File: src/rtl/oled_string_streamer_pkg.sv
// Shared definitions for the OLED string streamer: FSM state encoding, ASCII
// constants and the active levels of the oledControl handshake.
package oled_string_streamer_pkg;

  typedef enum logic [2:0] {
    IDLE,
    WAIT_LOW,
    REQ,
    NEXT,
    GAP
  } oled_state_t;

  localparam logic [7:0] ASCII_SPACE = 8'h20;
  localparam logic [7:0] ASCII_NUL   = 8'h00;

  // Both sendDataValid and sendDone are active-high levels of a four-phase handshake.
  localparam logic REQ_ASSERT = 1'b1;
  localparam logic ACK_ASSERT = 1'b1;

endpackage

File: src/rtl/oled_string_streamer_if.sv
// Byte handshake between the string streamer (master) and oledControl (slave).
interface oled_string_streamer_if;

  logic [7:0] sendData;
  logic       sendDataValid;
  logic       sendDone;

  modport master (output sendData, output sendDataValid, input sendDone);
  modport slave  (input sendData, input sendDataValid, output sendDone);

endinterface

File: src/rtl/oled_string_streamer_refresh_timer.sv
// Refresh interval counter: counts enabled cycles and pulses expire (registered)
// once REFRESH_CYCLES enabled cycles have elapsed since the last clear.
module oled_refresh_timer #(
  parameter int unsigned REFRESH_CYCLES = 10_000_000
) (
  input  logic clock,
  input  logic reset,
  input  logic clear,
  input  logic enable,
  output logic expire
);

  localparam int unsigned CW = $clog2(REFRESH_CYCLES + 1);
  localparam logic [CW-1:0] LAST = CW'(REFRESH_CYCLES - 1);

  logic [CW-1:0] count;

  // Count wraps to zero on expiry so it can never run past REFRESH_CYCLES-1.
  always_ff @(posedge clock or negedge reset) begin
    if (!reset) begin
      count  <= '0;
      expire <= 1'b0;
    end else if (clear) begin
      count  <= '0;
      expire <= 1'b0;
    end else if (enable) begin
      if (count == LAST) begin
        count  <= '0;
        expire <= 1'b1;
      end else begin
        count  <= count + CW'(1);
        expire <= 1'b0;
      end
    end else begin
      expire <= 1'b0;
    end
  end

endmodule

File: src/rtl/oled_string_streamer.sv
// Latches a packed ASCII string and streams it byte-by-byte to oledControl, with
// optional auto-refresh. Define OLED_STREAM_NUL_TO_SPACE_EN to send NUL bytes as spaces.
module oled_string_streamer
  import oled_string_streamer_pkg::*;
#(
  parameter int unsigned STR_BYTES      = 64,
  parameter bit          MSB_FIRST      = 1'b1,
  parameter int unsigned REFRESH_CYCLES = 10_000_000
) (
  input  logic                           clock,
  input  logic                           reset,
  input  logic                           start,
  input  logic                           auto_refresh,
  input  logic [8*STR_BYTES-1:0]         str_in,
  output logic                           busy,
  output logic                           done,
  output logic [$clog2(STR_BYTES+1)-1:0] byte_idx,
  oled_string_streamer_if.master         oled
);

  localparam int unsigned IW = $clog2(STR_BYTES + 1);
  localparam int unsigned SW = (STR_BYTES > 1) ? $clog2(STR_BYTES) : 1;
  localparam logic [IW-1:0] LAST_IDX = IW'(STR_BYTES);

  oled_state_t                 state;
  logic [STR_BYTES-1:0][7:0]   str_q;
  logic [SW-1:0]               sel;
  logic [7:0]                  tx_byte;
  logic                        refresh_due;
  logic                        restart;
  logic                        timer_clear;
  logic                        timer_en;

  assign timer_clear = (state == NEXT) && (byte_idx == LAST_IDX);
  assign timer_en    = (state == GAP) && auto_refresh;
  assign restart     = start || (refresh_due && auto_refresh);

  oled_refresh_timer #(
    .REFRESH_CYCLES(REFRESH_CYCLES)
  ) u_timer (
    .clock  (clock),
    .reset  (reset),
    .clear  (timer_clear),
    .enable (timer_en),
    .expire (refresh_due)
  );

  always_comb begin
    if (MSB_FIRST) sel = SW'(STR_BYTES - 1) - SW'(byte_idx);
    else           sel = SW'(byte_idx);
    tx_byte = str_q[sel];
`ifdef OLED_STREAM_NUL_TO_SPACE_EN
    if (tx_byte == ASCII_NUL) tx_byte = ASCII_SPACE;
`endif
  end

  // A new byte is only offered once oledControl has released sendDone.
  always_ff @(posedge clock or negedge reset) begin
    if (!reset) begin
      state              <= IDLE;
      busy               <= 1'b0;
      done               <= 1'b0;
      byte_idx           <= '0;
      str_q              <= '0;
      oled.sendData      <= ASCII_NUL;
      oled.sendDataValid <= ~REQ_ASSERT;
    end else begin
      done <= 1'b0;
      unique case (state)
        IDLE, GAP: begin
          if (restart) begin
            str_q    <= str_in;
            byte_idx <= '0;
            busy     <= 1'b1;
            state    <= WAIT_LOW;
          end else if (state == GAP && !auto_refresh) begin
            state <= IDLE;
          end
        end
        WAIT_LOW: begin
          if (oled.sendDone != ACK_ASSERT) begin
            oled.sendData      <= tx_byte;
            oled.sendDataValid <= REQ_ASSERT;
            state              <= REQ;
          end
        end
        REQ: begin
          if (oled.sendDone == ACK_ASSERT) begin
            oled.sendDataValid <= ~REQ_ASSERT;
            if (byte_idx != LAST_IDX) byte_idx <= byte_idx + IW'(1);
            state <= NEXT;
          end
        end
        NEXT: begin
          if (byte_idx == LAST_IDX) begin
            busy  <= 1'b0;
            done  <= 1'b1;
            state <= GAP;
          end else begin
            state <= WAIT_LOW;
          end
        end
        default: state <= IDLE;
      endcase
    end
  end

endmodule

File: src/flat_wrapper.sv
// flat-port wrapper written by rule: the top's interface ports become plain ports
module oled_string_streamer_flat import oled_string_streamer_pkg::*;
#(
  parameter int unsigned STR_BYTES      = 64,
  parameter bit          MSB_FIRST      = 1'b1,
  parameter int unsigned REFRESH_CYCLES = 10_000_000
)
  (clock, reset, start, auto_refresh, str_in, busy, done, byte_idx, oled_sendData, oled_sendDataValid, oled_sendDone);
  oled_string_streamer_if oled_i ();
  input  logic clock;
  input  logic reset;
  input  logic start;
  input  logic auto_refresh;
  input  logic [8*STR_BYTES-1:0] str_in;
  output logic busy;
  output logic done;
  output logic [$clog2(STR_BYTES+1)-1:0] byte_idx;
  output wire logic [$bits(oled_i.sendData)-1:0] oled_sendData;
  output wire logic [$bits(oled_i.sendDataValid)-1:0] oled_sendDataValid;
  input wire logic [$bits(oled_i.sendDone)-1:0] oled_sendDone;
  assign oled_sendData = oled_i.sendData;
  assign oled_sendDataValid = oled_i.sendDataValid;
  assign oled_i.sendDone = oled_sendDone;
  oled_string_streamer #(.STR_BYTES(STR_BYTES), .MSB_FIRST(MSB_FIRST), .REFRESH_CYCLES(REFRESH_CYCLES)) u_core (.clock(clock), .reset(reset), .start(start), .auto_refresh(auto_refresh), .str_in(str_in), .busy(busy), .done(done), .byte_idx(byte_idx), .oled(oled_i));
endmodule
File: config.mk
export PLATFORM = sky130hd
export DESIGN_NAME = oled_string_streamer_flat
export DESIGN_NICKNAME = d
export VERILOG_FILES = /design/src/rtl/oled_string_streamer_pkg.sv /design/src/rtl/oled_string_streamer_if.sv /design/src/rtl/oled_string_streamer_refresh_timer.sv /design/src/rtl/oled_string_streamer.sv /design/src/flat_wrapper.sv
export SDC_FILE = /design/constraint.sdc
export NUM_CORES = 1
export LEC_CHECK = 0
export CAP_MARGIN = 20
export CORE_MARGIN = 4
export CORE_UTILIZATION = 56
export DETAILED_ROUTE_END_ITERATION = 12
export GPL_TIMING_DRIVEN = 0
export PLACE_DENSITY = 0.86
export SYNTH_ARGS = -nofsm -noshare
export SYNTH_HDL_FRONTEND = slang
export SYNTH_SLANG_ARGS = --single-unit
File: constraint.sdc
create_clock -name clock -period 7.8 [get_ports clock]
set_clock_uncertainty 0.1 [all_clocks]
set_input_delay 1.56 -clock clock [delete_from_list [all_inputs] [get_ports clock]]
set_output_delay 1.56 -clock clock [all_outputs]
set_load 0.1 [all_outputs]
==> insert_results.sql, run 1 <==
INSERT INTO impl_metrics (metric_group, metric, value, unit) VALUES
('global_route', 'groute.usage.overall', '0.3820', ''),
('critical_path', 'critical_path_arrival', '4.68', 'ns'),
('pwr', 'power_report.internal_total', '7.974', 'mW'),
('finish', 'final_layout_size_suffix_gt1_frac', '0.09681', ''),
('timing', 'finalMaxSlewViolations', '0', ''),
('synth', 'syn-num-nets', '3299', ''),
('min_path', 'min-delay-path-class', 'reg2reg', ''),
('cts', 'clk_transition_reported_paths', '0.06', 'ns'),
('floorplanning', 'num_io_pins', '535', ''),
('detailed_routing', 'detailroute.via_count', '23830', ''),
('detailed_routing', 'detailedRoute.firstPassIterationCount', '6', ''),
('timing', 'period_minus_slack', '4.225', 'ns'),
('cts', 'h_tree_lvls', '2', ''),
('synth', 'syn_inst', '2779', ''),
('synth', 'async_flop_share', '1.000', ''),
('global_route', 'grt_antenna_before_repair', '10', ''),
('timing', 'post-route-worst-setup-slack', '3.575', 'ns'),
('detailed_routing', 'route.final.wire_length', '95520', 'um'),
('timing', 'setup-tns-final', '0', 'ns'),
('detailed_routing', 'drt_iter0_drc', '2758', ''),
('finish', 'finalNetCount', '3896', ''),
('placement', 'finalWeightedCongestion', '0.9643', ''),
('pwr', 'netSwitchingPower', '5.244', 'mW'),
('run', 'drv_cap', '0', ''),
('critical_path', 'reg2reg_depth', '8', ''),
('finish', 'multi_input_area', '10900', 'um2'),
('min_path', 'hold-path-cell-count', '2', ''),
('timing', 'final_min_period_over_clock_period', '0.5417', ''),
('status', 'outcome', 'finished, final reports clean', ''),
('pwr', 'netSwitchingFraction', '0.3967', ''),
('floorplanning', 'initial_utilization', '0.5663', ''),
('synth', 'synth_edf_count', '0', ''),
('cts', 'cts_repair_resize_count', '0', ''),
('pwr', 'comb_power_share', '0.414', ''),
('global_route', 'grt_max_degree', '110', ''),
('pwr', 'seq_power_share', '0.378', ''),
('global_route', 'gr-usage-met1', '0.4929', ''),
('cts', 'clock_insertion_delay_worst_skew', '0.61', 'ns'),
('critical_path', 'worstReg2RegStart', 'u_core.byte_idx[1]', ''),
('pwr', 'power.ir.vdd_worst', '0.0002799', 'V'),
('synth', 'synth_common_cells', '1568 x sky130_fd_sc_hd__nand2_1, 558 x sky130_fd_sc_hd__dfrtp_1, 96 x sky130_fd_sc_hd__clkbuf_1', ''),
('synth', 'yosys.area.top_type', 'sky130_fd_sc_hd__dfrtp_1', ''),
('timing', 'upper_clock_frequency_limit', '236.7', 'MHz'),
('finish', 'filler_cell_count', '3178', ''),
('timing', 'whs', '0.3718', 'ns'),
('finish', 'flow.area_growth_from_synthesis', '31.51', '%'),
('placement', 'hpwlAfterDp', '71720', 'um'),
('cts', 'tritoncts.num_buffers', '56', ''),
('critical_path', 'startpoint_class_of_the_critical_path', 'input port', ''),
('synth', 'synth_top_cell_area_share', '0.5434', ''),
('synth', 'synth_top_flop_cell', 'sky130_fd_sc_hd__dfrtp_1', ''),
('cts', 'cts-hold-fix-buffers', '0', ''),
('placement', 'pre_cts_ws', '3.142', 'ns'),
('pwr', 'pwr_density', '391.1', 'nW/um2'),
('detailed_routing', 'antenna_violating_nets_post_route', '0', ''),
('floorplanning', 'die_width', '222.2', 'um'),
('critical_path', 'crit_required', '8.25', 'ns'),
('global_route', 'met3_usage', '0.09526', ''),
('synth', 'yosysMostFrequentCell', 'sky130_fd_sc_hd__nand2_1', ''),
('global_route', 'global_route.peak_usage_layer', 'met2', ''),
('floorplanning', 'core', '45380', 'um2'),
('pwr', 'pwr-share-clk', '0.208', ''),
('synth', 'netlist-cell-type-count', '58', ''),
('cts', 'cts_tree', 'yes', ''),
('global_route', 'grt_total_ovfl', '0', ''),
('pwr', 'power.static_leakage', '16.45', 'nW'),
('global_route', 'grt_pass1_vias', '24660', ''),
('cts', 'longest_clk_path_bufs', '3', ''),
('detailed_routing', 'routed_via_density', '5.915', ''),
('placement', 'io_buffer_count', '534', ''),
('detailed_routing', 'wl_per_cell', '23.71', 'um');
worst max-delay path, stage by stage:
cell	delay [ns]
sky130_fd_sc_hd__clkdlybuf4s50_1	0.57
sky130_fd_sc_hd__a21oi_1	0.20
sky130_fd_sc_hd__nor3_1	0.64
sky130_fd_sc_hd__buf_2	0.48
sky130_fd_sc_hd__clkbuf_1	0.54
sky130_fd_sc_hd__buf_2	0.49
sky130_fd_sc_hd__nand2_1	0.12
sky130_fd_sc_hd__nand2_1	0.08
layout by cell type (no fill, tap or decap), types with 9 or more instances in the layout:
| master | n |
|---|---|
| sky130_fd_sc_hd__nor4_1 | 14 |
| sky130_fd_sc_hd__buf_4 | 13 |
| sky130_fd_sc_hd__a21oi_1 | 19 |
| sky130_fd_sc_hd__clkdlybuf4s50_1 | 533 |
| sky130_fd_sc_hd__nor3_1 | 18 |
| sky130_fd_sc_hd__inv_1 | 9 |
| sky130_fd_sc_hd__diode_2 | 9 |
| sky130_fd_sc_hd__clkbuf_1 | 110 |
| sky130_fd_sc_hd__o22ai_1 | 38 |
| sky130_fd_sc_hd__nor2b_1 | 9 |
| sky130_fd_sc_hd__mux4_2 | 89 |
| sky130_fd_sc_hd__mux2_2 | 69 |
| sky130_fd_sc_hd__nand2_1 | 1568 |
| sky130_fd_sc_hd__mux2i_1 | 50 |
| sky130_fd_sc_hd__nand3_1 | 15 |
| sky130_fd_sc_hd__nor2_1 | 35 |
| sky130_fd_sc_hd__clkbuf_16 | 57 |
| sky130_fd_sc_hd__dfrtp_1 | 558 |
| sky130_fd_sc_hd__buf_2 | 45 |
| sky130_fd_sc_hd__clkinv_2 | 15 |
final timing paths:
check / endpoint / slack [ns]
setup / recovery: u_core.str_q[0] / 3.57
min in group asynchronous: u_core.str_q[453] / 0.83
setup reg to reg: u_core.oled.sendData[1] / 4.43
hold / removal: u_core.str_q[75] / 0.37
hold reg to reg: u_core.str_q[75] / 0.37
max in group asynchronous: u_core.str_q[16] / 5.39
metal layers:
layer  part of all wire  wire [um]
met5            0.00036         34
met4              0.065       6253
met3               0.11      10100
met2               0.46      43900
met1               0.37      35230
logic make-up after synthesis:
group                      after synthesis  share of synthesized area
xor gates and xnor gates                14                   0.004772
DFF                                    558                     0.5434
adders and majority gates                3                   0.001461
muxes                                  208                     0.1277
and+or+nand+nor                       1697                     0.2574
buffers and inverters                  179                    0.03257
AOI/OAI and AO/OA                      120                    0.03267
power by group through the flow:
stage / Combinational, mW / Sequential (mW) / Clock [mW]
after floorplan: 3.33 / 4.90 / 0
after global placement: 5.18 / 4.91 / 0
after detailed placement: 5.33 / 4.97 / 0
after CTS: 5.39 / 4.94 / 2.75
after global routing: 5.90 / 5.09 / 2.87
final: 5.48 / 4.99 / 2.75
final cells by class:
class / count / share of cell area
clock inverter: 25 / 0.008516
antenna: 9 / 0.0006664
inverter: 10 / 0.001111
timing repair buffer: 539 / 0.1624
tap: 600 / 0.02221
clock buffer: 76 / 0.04580
multi-input combinational: 2042 / 0.3224
sequential: 558 / 0.4132
buffer: 169 / 0.02366
per-stage QoR:
| step | instance area, um2 | total power [mW] | cells |
|---|---|---|---|
| 2_1_floorplan | 25700 | 8.238 | 2779 |
| 3_3_place_gp | 31790 | 10.09 | 3913 |
| 3_5_place_dp | 31940 | 10.30 | 3918 |
| 4_1_cts | 33770 | 13.08 | 4019 |
| 5_1_grt | 33790 | 13.86 | 4026 |
| 6_report | 33790 | 13.22 | 4028 |
state kept, by name (all words and copies together), names as in the netlist:
| name | cells |
|---|---|
| u_core.busy | 1 |
| u_core.u_timer.count | 24 |
| u_core.str_q | 512 |
| u_core.state | 3 |
| u_core.oled.sendData | 8 |
| u_core.u_timer.expire | 1 |
| u_core.done | 1 |
| u_core.oled.sendDataValid | 1 |
| u_core.byte_idx | 7 |
Power figures use the tool's default switching activity.
==> run 2, diff against run 1 <==
--- a/config.mk
+++ b/config.mk
@@ -7,10 +7,10 @@
 export LEC_CHECK = 0
 export CAP_MARGIN = 20
 export CORE_MARGIN = 4
-export CORE_UTILIZATION = 56
+export CORE_UTILIZATION = 47
 export DETAILED_ROUTE_END_ITERATION = 12
 export GPL_TIMING_DRIVEN = 0
-export PLACE_DENSITY = 0.86
+export PLACE_DENSITY = 0.77
 export SYNTH_ARGS = -nofsm -noshare
 export SYNTH_HDL_FRONTEND = slang
 export SYNTH_SLANG_ARGS = --single-unit
==> constraint.sdc (replaced) <==
create_clock -name clock -period 3.6 [get_ports clock]
set_clock_uncertainty 0.1 [all_clocks]
set_input_delay 0.72 -clock clock [delete_from_list [all_inputs] [get_ports clock]]
set_output_delay 0.72 -clock clock [all_outputs]
set_load 0.1 [all_outputs]
==> run 2 against run 1 <==
Worst hold slack lost 0.37 ns; non-clock buffer count grew 2; wire length grew 0.66%; sequential power grew 110%; combinational power grew 120%; die area grew 18%; first-iteration DRC count shrank 18%; largest cell class unchanged; highest routed layer is now met4.
==> insert_results.sql, run 2 (same netlist as run 1, synthesis figures left out) <==
INSERT INTO impl_metrics (metric_group, metric, value, unit) VALUES
('critical_path', 'critical_path.cell_chain', 'buf_4 > buf_4 > inv_2 > buf_4 > ha_1 > and4bb_2 > a21oi_2 > o2111ai_1 > or3_1 > a21oi_1', ''),
('detailed_routing', 'drt_iter0_drc', '2251', ''),
('critical_path', 'startpoint_class_of_the_critical_path', 'register', ''),
('timing', 'final_min_period_over_clock_period', '0.9341', ''),
('finish', 'post-route-util', '0.6303', ''),
('cts', 'h_tree_lvls', '2', ''),
('finish', 'layout_common_cells', '1568 x sky130_fd_sc_hd__nand2_1, 558 x sky130_fd_sc_hd__dfrtp_1, 533 x sky130_fd_sc_hd__clkdlybuf4s50_1', ''),
('timing', 'rsz0062_at_grt', 'no', ''),
('timing', 'setup-tns-final', '0', 'ns'),
('cts', 'cts-hold-fix-buffers', '0', ''),
('detailed_routing', 'detailroute.via_count', '22960', ''),
('cts', 'tritoncts.num_buffers', '58', ''),
('timing', 'setup_viol', '0', ''),
('placement', 'hpwlAfterDp', '72230', 'um'),
('detailed_routing', 'antenna_violating_nets_post_route', '0', ''),
('pwr', 'pwr_density', '844.5', 'nW/um2'),
('floorplanning', 'core', '54030', 'um2'),
('cts', 'cts_tree', 'yes', ''),
('critical_path', 'worstSetupEndpointType', 'register', ''),
('placement', 'pre_cts_ws', '0.009897', 'ns'),
('timing', 'whs', '0.0008873', 'ns'),
('pwr', 'power.static_leakage', '16.50', 'nW'),
('critical_path', 'crit_required', '4.04', 'ns'),
('cts', 'clk_transition_reported_paths', '0.06', 'ns'),
('pwr', 'power.ir.vdd_worst', '0.0004586', 'V'),
('finish', 'layout_commonest_cell', 'sky130_fd_sc_hd__nand2_1', ''),
('detailed_routing', 'route.final.wire_length', '96150', 'um'),
('detailed_routing', 'routed_via_density', '5.552', ''),
('status', 'outcome', 'finished, final reports clean', ''),
('detailed_routing', 'detailedRoute.firstPassIterationCount', '5', ''),
('global_route', 'grt_pass1_vias', '23330', ''),
('detailed_routing', 'wl_per_cell', '23.25', 'um'),
('timing', 'post-route-worst-setup-slack', '0.2372', 'ns'),
('critical_path', 'cp-startpoint', 'u_core.byte_idx[0]', ''),
('finish', 'layout_top_registers', 'u_core.str_q (512), u_core.u_timer.count (24), u_core.oled.sendData (8)', ''),
('timing', 'slew_headroom', '0.1241', ''),
('critical_path', 'master_of_the_slowest_instance_on_the_critical_path', 'sky130_fd_sc_hd__dfrtp_1', ''),
('cts', 'cts_repair_resize_count', '0', ''),
('finish', 'max_flop_register', 'u_core.str_q', ''),
('cts', 'longest_clk_path_bufs', '3', ''),
('finish', 'largest_reg_flops', '512', ''),
('global_route', 'grt_total_ovfl', '0', ''),
('critical_path', 'critical_path.max_fanout', '10', ''),
('cts', 'cts.sink_count', '558', ''),
('critical_path', 'crit_top_cell', 'sky130_fd_sc_hd__buf_4', ''),
('floorplanning', 'rows', '85', ''),
('placement', 'io_buffer_count', '534', ''),
('timing', 'period_minus_slack', '3.363', 'ns'),
('timing', 'upper_clock_frequency_limit', '297.4', 'MHz'),
('global_route', 'grt_antenna_before_repair', '15', ''),
('critical_path', 'setup.worst_path.class', 'reg2reg', ''),
('cts', 'cts-root-buf', 'sky130_fd_sc_hd__clkbuf_16', ''),
('critical_path', 'critical_path_arrival', '3.80', 'ns'),
('global_route', 'grt_max_degree', '113', ''),
('floorplanning', 'num_io_pins', '535', ''),
('placement', 'numPlacedInstances', '4015', ''),
('finish', 'post_layout_nonfiller_instances', '4135', ''),
('floorplanning', 'initial_utilization', '0.4756', ''),
('global_route', 'grt_pass1_wl', '142500', 'um'),
('finish', 'final_layout_size_suffix_gt1_frac', '0.09962', ''),
('critical_path', 'worstReg2RegStart', 'u_core.byte_idx[0]', ''),
('placement', 'detailed_place.area', '32060', 'um2'),
('floorplanning', 'die_width', '241.8', 'um'),
('finish', 'flow.area_growth_from_synthesis', '32.53', '%'),
('floorplanning', 'fp.dieH', '241.8', 'um'),
('timing', 'worst-slew-pin-transition', '1.281', 'ns'),
('run', 'drv_cap', '0', ''),
('global_route', 'groute.usage.overall', '0.3217', ''),
('cts', 'clock_insertion_delay_worst_skew', '0.62', 'ns'),
('floorplanning', 'die_area', '58480', 'um2'),
('min_path', 'min-delay-path-class', 'in2async', ''),
('cts', 'postCtsSetupRepairBufs', '0', ''),
('detailed_routing', 'drc', '0', ''),
('timing', 'finalMaxSlewViolations', '0', ''),
('timing', 'timing_hold_violations_final', '0', ''),
('finish', 'finalNetCount', '3900', ''),
('critical_path', 'critical_path.max_stage_delay', '0.54', 'ns'),
('finish', 'finalInstanceArea', '34060', 'um2'),
('placement', 'finalWeightedCongestion', '0.9676', ''),
('pwr', 'report.power.total', '28.76', 'mW');
[run 2: cell count changes in the layout (fill, tap and decap cells not counted), sizes merged]
cell / before / now
diode: 9 / 16
buf: 79 / 80
clkinv: 15 / 8
clkbuf: 172 / 182
clkinvlp: 2 / 4
bufinv: 6 / 3
inv: 12 / 13
[run 2: final timing paths]
kind / cells after the start / endpoint / slack, ns
worst max-delay path: 10 / u_core.byte_idx[6] / 0.24
worst min-delay path: 1 / u_core.str_q[419] / 0.0009
worst max register to register: 10 / u_core.byte_idx[6] / 0.24
worst min register to register: 2 / u_core.str_q[202] / 0.37
max in group asynchronous: 4 / u_core.str_q[43] / 1.45
min in group clock: 2 / u_core.str_q[202] / 0.37
[run 2: where the power goes]
group	total, mW	switching (mW)	internal, mW
Clock	6.15	2.57	3.57
Sequential	10.7	1.60	9.11
Combinational	11.9	7.17	4.73
Total	28.8	11.3	17.4
[run 2: routing by layer]
| metal | vias to the layer above | track usage | wire, um |
|---|---|---|---|
| met3 | 195 | 0.06514 | 8502 |
| met1 | 11370 | 0.4317 | 38210 |
| li1 | 10230 | - | - |
| met4 | 0 | 0.1279 | 3849 |
| met2 | 1163 | 0.5192 | 45590 |
| met5 | - | 0 | 0 |
[run 2: critical path, delay by kind of cell, from the launching register on]
| family | cells | cell delay (ns) |
|---|---|---|
| flops | 1 | 0.54 |
| fa+ha+maj | 1 | 0.23 |
| compound gates | 3 | 0.66 |
| buf+inv | 4 | 1.07 |
| simple gates | 2 | 0.65 |
[run 2: area by class of cell]
class	count	area [um2]
fillers	4562	19970
flip-flops and latches	558	13960
multi-input cells	2042	10900
repair buffers	541	5497
clock buffers	85	1753
well taps	696	870.8
plain buffers	169	799.5
clock inverters	18	197.7
diodes	16	40.04
inverters	10	37.54
